<file path="src/rtl/median_pkg.sv">
// Shared types and constants for the streaming 5-tap median filter.
// Holds the controller state encoding, the default sample width and the window length.
package median_pkg;

  localparam int DATA_W_DEFAULT = 6;
  localparam int WIN_LEN        = 5;

  typedef enum logic [1:0] {
    IDLE = 2'd0,
    FILL = 2'd1,
    RUN  = 2'd2
  } state_t;

endpackage

</file>
<file path="src/rtl/median5.sv">
// Combinational median of five unsigned samples (third smallest), no state.
// This is a 9-comparator sorting network, pruned to the paths that feed the middle output.
module median5 #(
  parameter int DATA_W = 6
) (
  input  logic [4:0][DATA_W-1:0] din,
  output logic [DATA_W-1:0]      med
);

  function automatic logic [DATA_W-1:0] mn(input logic [DATA_W-1:0] a, input logic [DATA_W-1:0] b);
    return (a < b) ? a : b;
  endfunction

  function automatic logic [DATA_W-1:0] mx(input logic [DATA_W-1:0] a, input logic [DATA_W-1:0] b);
    return (a < b) ? b : a;
  endfunction

  logic [DATA_W-1:0] a0, a1, a2, a3, a4;
  logic [DATA_W-1:0] b0, b1, b2, b3, b4;
  logic [DATA_W-1:0] c1, c2, c4;
  logic [DATA_W-1:0] e2, e3;

  // Layers: (0,3)(1,4) / (0,2)(1,3) / (0,1)(2,4) / (1,2)(3,4) / (2,3)
  assign a0 = mn(din[0], din[3]);
  assign a3 = mx(din[0], din[3]);
  assign a1 = mn(din[1], din[4]);
  assign a4 = mx(din[1], din[4]);
  assign a2 = din[2];

  assign b0 = mn(a0, a2);
  assign b2 = mx(a0, a2);
  assign b1 = mn(a1, a3);
  assign b3 = mx(a1, a3);
  assign b4 = a4;

  assign c1 = mx(b0, b1);
  assign c2 = mn(b2, b4);
  assign c4 = mx(b2, b4);

  assign e2 = mx(c1, c2);
  assign e3 = mn(b3, c4);

  assign med = mn(e2, e3);

endmodule

</file>
<file path="src/rtl/median_stream_ctrl.sv">
// Framed sliding-window median: one median per sample once 5 are held, registered 1 cycle later.
// Backpressure: in_ready = !out_valid || out_ready, no skid buffer; output holds while stalled.
module median_stream_ctrl
  import median_pkg::*;
#(
  parameter int DATA_W = DATA_W_DEFAULT,
  parameter int WIN    = WIN_LEN
) (
  input  logic              clk,
  input  logic              rst_n,
  input  logic              in_valid,
  output logic              in_ready,
  input  logic [DATA_W-1:0] in_num,
  input  logic              in_last,
  output logic              out_valid,
  input  logic              out_ready,
  output logic [DATA_W-1:0] out_num,
  output logic              out_last,
  output logic              short_frame
);

  localparam logic [2:0] CNT_FULL = 3'(WIN);
  localparam logic [2:0] CNT_PRE  = 3'(WIN - 1);

  state_t                        state;
  logic [2:0]                    count;
  // The oldest entry leaves on every shift, so the window is the incoming
  // sample plus the WIN-1 newest held entries; only those need storage.
  logic [WIN-2:0][DATA_W-1:0]    hist;
  logic [WIN-1:0][DATA_W-1:0]    win_nxt;
  logic [DATA_W-1:0]             med;
  logic                          accept;
  logic                          produce;

  assign in_ready = !out_valid || out_ready;
  assign accept   = in_valid && in_ready;
  assign win_nxt  = {hist, in_num};
  assign produce  = accept && ((state == RUN) || (state == FILL && count == CNT_PRE));

  median5 #(.DATA_W(DATA_W)) u_median5 (
    .din (win_nxt),
    .med (med)
  );

  always_ff @(posedge clk or negedge rst_n) begin
    if (!rst_n) begin
      state       <= IDLE;
      count       <= 3'd0;
      hist        <= '0;
      out_valid   <= 1'b0;
      out_num     <= '0;
      out_last    <= 1'b0;
      short_frame <= 1'b0;
    end else begin
      short_frame <= 1'b0;
      if (out_ready) begin
        out_valid <= 1'b0;
      end

      if (accept) begin
        hist <= win_nxt[WIN-2:0];

        if (produce) begin
          out_valid <= 1'b1;
          out_num   <= med;
          out_last  <= in_last;
        end

        if (in_last) begin
          // Frame boundary: forget every held sample so frames never mix.
          state <= IDLE;
          count <= 3'd0;
          hist  <= '0;
          if (!produce) begin
            short_frame <= 1'b1;
          end
        end else begin
          case (state)
            IDLE: begin
              state <= FILL;
              count <= 3'd1;
            end
            FILL: begin
              count <= count + 3'd1;
              if (count == CNT_PRE) begin
                state <= RUN;
              end
            end
            RUN: begin
              count <= CNT_FULL;
            end
            default: begin
              state <= IDLE;
              count <= 3'd0;
            end
          endcase
        end
      end
    end
  end

endmodule

</file>
<file path="config.mk">
export PLATFORM = sky130hd
export DESIGN_NAME = median_stream_ctrl
export DESIGN_NICKNAME = d
export VERILOG_FILES = /design/src/rtl/median_pkg.sv /design/src/rtl/median5.sv /design/src/rtl/median_stream_ctrl.sv
export SDC_FILE = /design/constraint.sdc
export NUM_CORES = 1
export LEC_CHECK = 0
export CORE_MARGIN = 4
export CORE_UTILIZATION = 30
export CTS_CLUSTER_DIAMETER = 120
export DETAILED_ROUTE_END_ITERATION = 8
export PLACE_DENSITY = 0.57
export SLEW_MARGIN = 20
export SYNTH_ARGS = -nofsm -noshare
export SYNTH_HDL_FRONTEND = slang
export SYNTH_SLANG_ARGS = --single-unit
export TNS_END_PERCENT = 30
</file>
<file path="constraint.sdc">
create_clock -name clk -period 9.52 [get_ports clk]
set_clock_uncertainty 0.05 [all_clocks]
set_input_delay 2.38 -clock clk [delete_from_list [all_inputs] [get_ports clk]]
set_output_delay 2.38 -clock clk [all_outputs]
set_load 0.01 [all_outputs]
</file>
==> summary.md <==
| Metric | Value |
|---|---|
| CTS H-Tree Depth | `2` |
| Outcome | `completed` |
| Sw Ratio | `43.0%` |
| Hold WS | `0.434 ns` |
| Critical path class | `in -> reg` |
| Die footprint | `14300 µm²` |
| Ranking of synthesized cells by area | `dfrtp_1 (26%), ha_1 (14%), nand2_1 (6.1%), o21ai_0 (5.8%), a21oi_1 (5.6%)` |
| Slew Limit Fails | `0` |
| Largest net degree at the start of global routing | `44` |
| Pleak | `0.00234 µW` |
| Clock Pin Slew Worst Setup and Hold Paths | `0.07 ns` |
| Max cap viols | `0` |
| Total gr overflow | `0` |
| Core ar. | `12100 µm²` |
| Drt total wl | `11200 µm` |
| Drc violations | `0` |
| Via density | `5.13` |
| CTS tree | `done` |
| # diodes | `0` |
| ANT nets after route | `0` |
| Synth top cells by count | `nand2_1 (61), o21ai_0 (43), a21oi_1 (42)` |
| Maximum vdd drop | `0.279 mV` |
| Switch Pwr | `817 µW` |
| Worst slew margin | `39.1%` |
| Placed Area | `4510 µm²` |
| Final period utilization | `97.3%` |
| Pwr dens | `375 nW/µm²` |
| Synthesized area | `3720 µm²` |
| Synth Register Bits | `38` |
| GP Congestion | `0.908` |
| DP HPWL | `8330 µm` |
| Port Buffer Count | `20` |
| Layout cells sized above 1 | `26.6%` |
| Top-area cell type share of the netlist area | `25.5%` |
| Num ports | `21` |
| Max clock buf depth | `2` |
| Die Y | `119 µm` |
| Post-Syn Area per Cell | `8.08 µm²` |
| Cell internal pwr | `1080 µW` |
| Post-synth ARST share | `100%` |
| Largest area contributor in the netlist | `dfrtp_1` |
| Placed insts | `690` |
| Post-Syn Instances | `461` |
| Synthesized net count | `513` |
| Startpoint types | `input pin` |
| CP Capture Type | `register` |
| # rows | `40` |
| Initial core utilization | `30.9%` |
| Pre-antenna DRT Iters | `4` |
| Setup Viol. Count Final | `0` |
| Sink Count | `38` |
| Post-Layout Inst Area | `5060 µm²` |
| Hold/Removal Path Class | `reg -> reg` |
| Crit path DAT | `9.43 ns` |
| Seq/Total Area, Yosys | `25.5%` |
| Via count | `3659` |
| Clk pwr share | `12.3%` |
| Max Fclk | `0.108 GHz` |
| Comb pwr share | `77.7%` |
| Hold Vio Cnt, Final | `0` |
| CTS Buf Count | `5` |
| Initial antenna violation count | `0` |
| Most common cell in the netlist | `nand2_1` |
| Unique masters post-synth | `56` |
| Sequential power share | `10.0%` |
| Final-layout fill cell count | `1191` |
| First-pass GRT wire length | `17700 µm` |
| Nets | `596` |
| Warnings from Yosys | `0` |
| DRT iter0 DRCs | `177` |
| EDFF count, synth | `0` |
| Fin cells | `713` |
| Slew @ Worst Pin | `0.913 ns` |
| Layout area overhead | `35.8%` |
| Worst Path Required | `9.69 ns` |
| Die width | `119 µm` |
| Vias in the first global route | `3574` |
| Routed WL per cell | `15.7 µm` |
| Minimum clock period after layout | `9.26 ns` |
| Slowest CP cell | `clkdlybuf4s50_1` |
| Top_reg_cell synth | `dfrtp_1` |
| Root buf cell | `clkbuf_16` |
| Crit path largest cell delay | `0.45 ns` |
| Critical path peak fanout | `7` |
| Skew-Pair Late Insertion Delay | `0.30 ns` |
| Final Util | `41.9%` |
| Total track usage | `15.4%` |
==> state kept, by name, summed over array words and instances (netlist names) <==
signal       cells
hist            24
state            2
out_last         1
out_num          6
out_valid        1
short_frame      1
count            3
==> logic make-up (layout without fill, tap and decap cells) <==
logic type	after synthesis	count (layout)	synth area share, %
DFF	38	38	25.5
adders and majority gates	42	42	14.0
buffers and inverters	55	138	5.68
muxes	36	36	10.7
and+or+nand+nor	139	139	17.2
AOI/OAI and AO/OA	148	149	26.1
xor gates and xnor gates	3	3	0.706
==> final timing paths <==
path	from	end	slack [ns]	depth (start not counted)
worst max-delay path	in_num[1]	out_num[2]	0.26	34
worst min-delay path	out_last	out_last	0.43	2
worst max register to register	hist[16]	out_num[2]	2.12	34
worst min register to register	out_last	out_last	0.43	2
max in group asynchronous	rst_n	count[1]	6.68	1
min in group asynchronous	rst_n	hist[18]	2.15	1
==> power by group through the flow <==
| stage | registers [µW] | clock network, µW | logic (µW) |
|---|---|---|---|
| 2_1_floorplan | 193 | 0 | 770 |
| 3_3_place_gp | 193 | 0 | 1200 |
| 3_5_place_dp | 193 | 0 | 1220 |
| 4_1_cts | 191 | 238 | 1250 |
| 5_1_grt | 193 | 246 | 1640 |
| 6_report | 191 | 233 | 1470 |
==> cell usage in the layout (no fill, tap or decap), drive strengths merged, types with 3 or more instances in the layout <==
cell type,n
a21o,7
a21oi,44
a31oi,4
and2,4
and3,4
buf,72
clkbuf,6
clkdlybuf4s50,15
dfrtp,38
dlymetal6s2s,4
ha,41
inv,39
mux2,16
mux2i,20
nand2,61
nand2b,14
nand3,3
nand3b,5
nand4,4
nor2,31
nor2b,3
nor3,5
o211ai,9
o21a,5
o21ai,45
o31ai,13
==> metrics by stage <==
stage / setup WS [ns] / power, µW / setup TNS, ns
after floorplan: 0.0132 / 964 / 0
after global placement: -0.162 / 1400 / -0.479
after detailed placement: -0.443 / 1420 / -2.00
after CTS: 0.0112 / 1680 / 0
after global routing: -0.180 / 2080 / -0.613
final: 0.258 / 1900 / 0
==> area by class of cell <==
cell class | instances | area [µm²] | share of cell area [%]
Clock buffer | 6 | 139 | 2.75
Tap cell | 168 | 210 | 4.16
Inverter | 39 | 146 | 2.89
Sequential cell | 38 | 951 | 18.8
Timing Repair Buffer | 91 | 762 | 15.1
Multi-Input combinational cell | 369 | 2790 | 55.1
Clock inverter | 2 | 60.1 | 1.19
==> critical path, delay by kind of cell <==
| kind | cells | cell delay (ns) |
|---|---|---|
| buffers and inverters | 2 | 0.54 |
| AND/OR/NAND/NOR | 10 | 1.63 |
| adder cells (fa/ha/maj) | 5 | 1.35 |
| multiplexers | 2 | 0.68 |
| AO/OA/AOI/OAI | 15 | 2.85 |
==> layer usage <==
| layer | part of all wire, % | track usage, % | up-vias |
|---|---|---|---|
| li1 | - | - | 1827 |
| met1 | 45 | 19.4 | 1761 |
| met2 | 50 | 27.0 | 52 |
| met3 | 3.1 | 2.42 | 19 |
| met4 | 1.7 | 4.80 | 0 |
| met5 | 0 | 0 | - |
==> repair_timing <==
| item | in CTS | in global routing |
|---|---|---|
| endpoints found under the setup margin | 4 | 6 |
| pin swaps | 2 | 24 |
| setup buffers | 2 | 12 |
| gates cloned | 0 | 1 |
| hold buffers | 0 | 0 |
| resized for setup | 2 | 60 |
(Power assumes the default switching activity.)
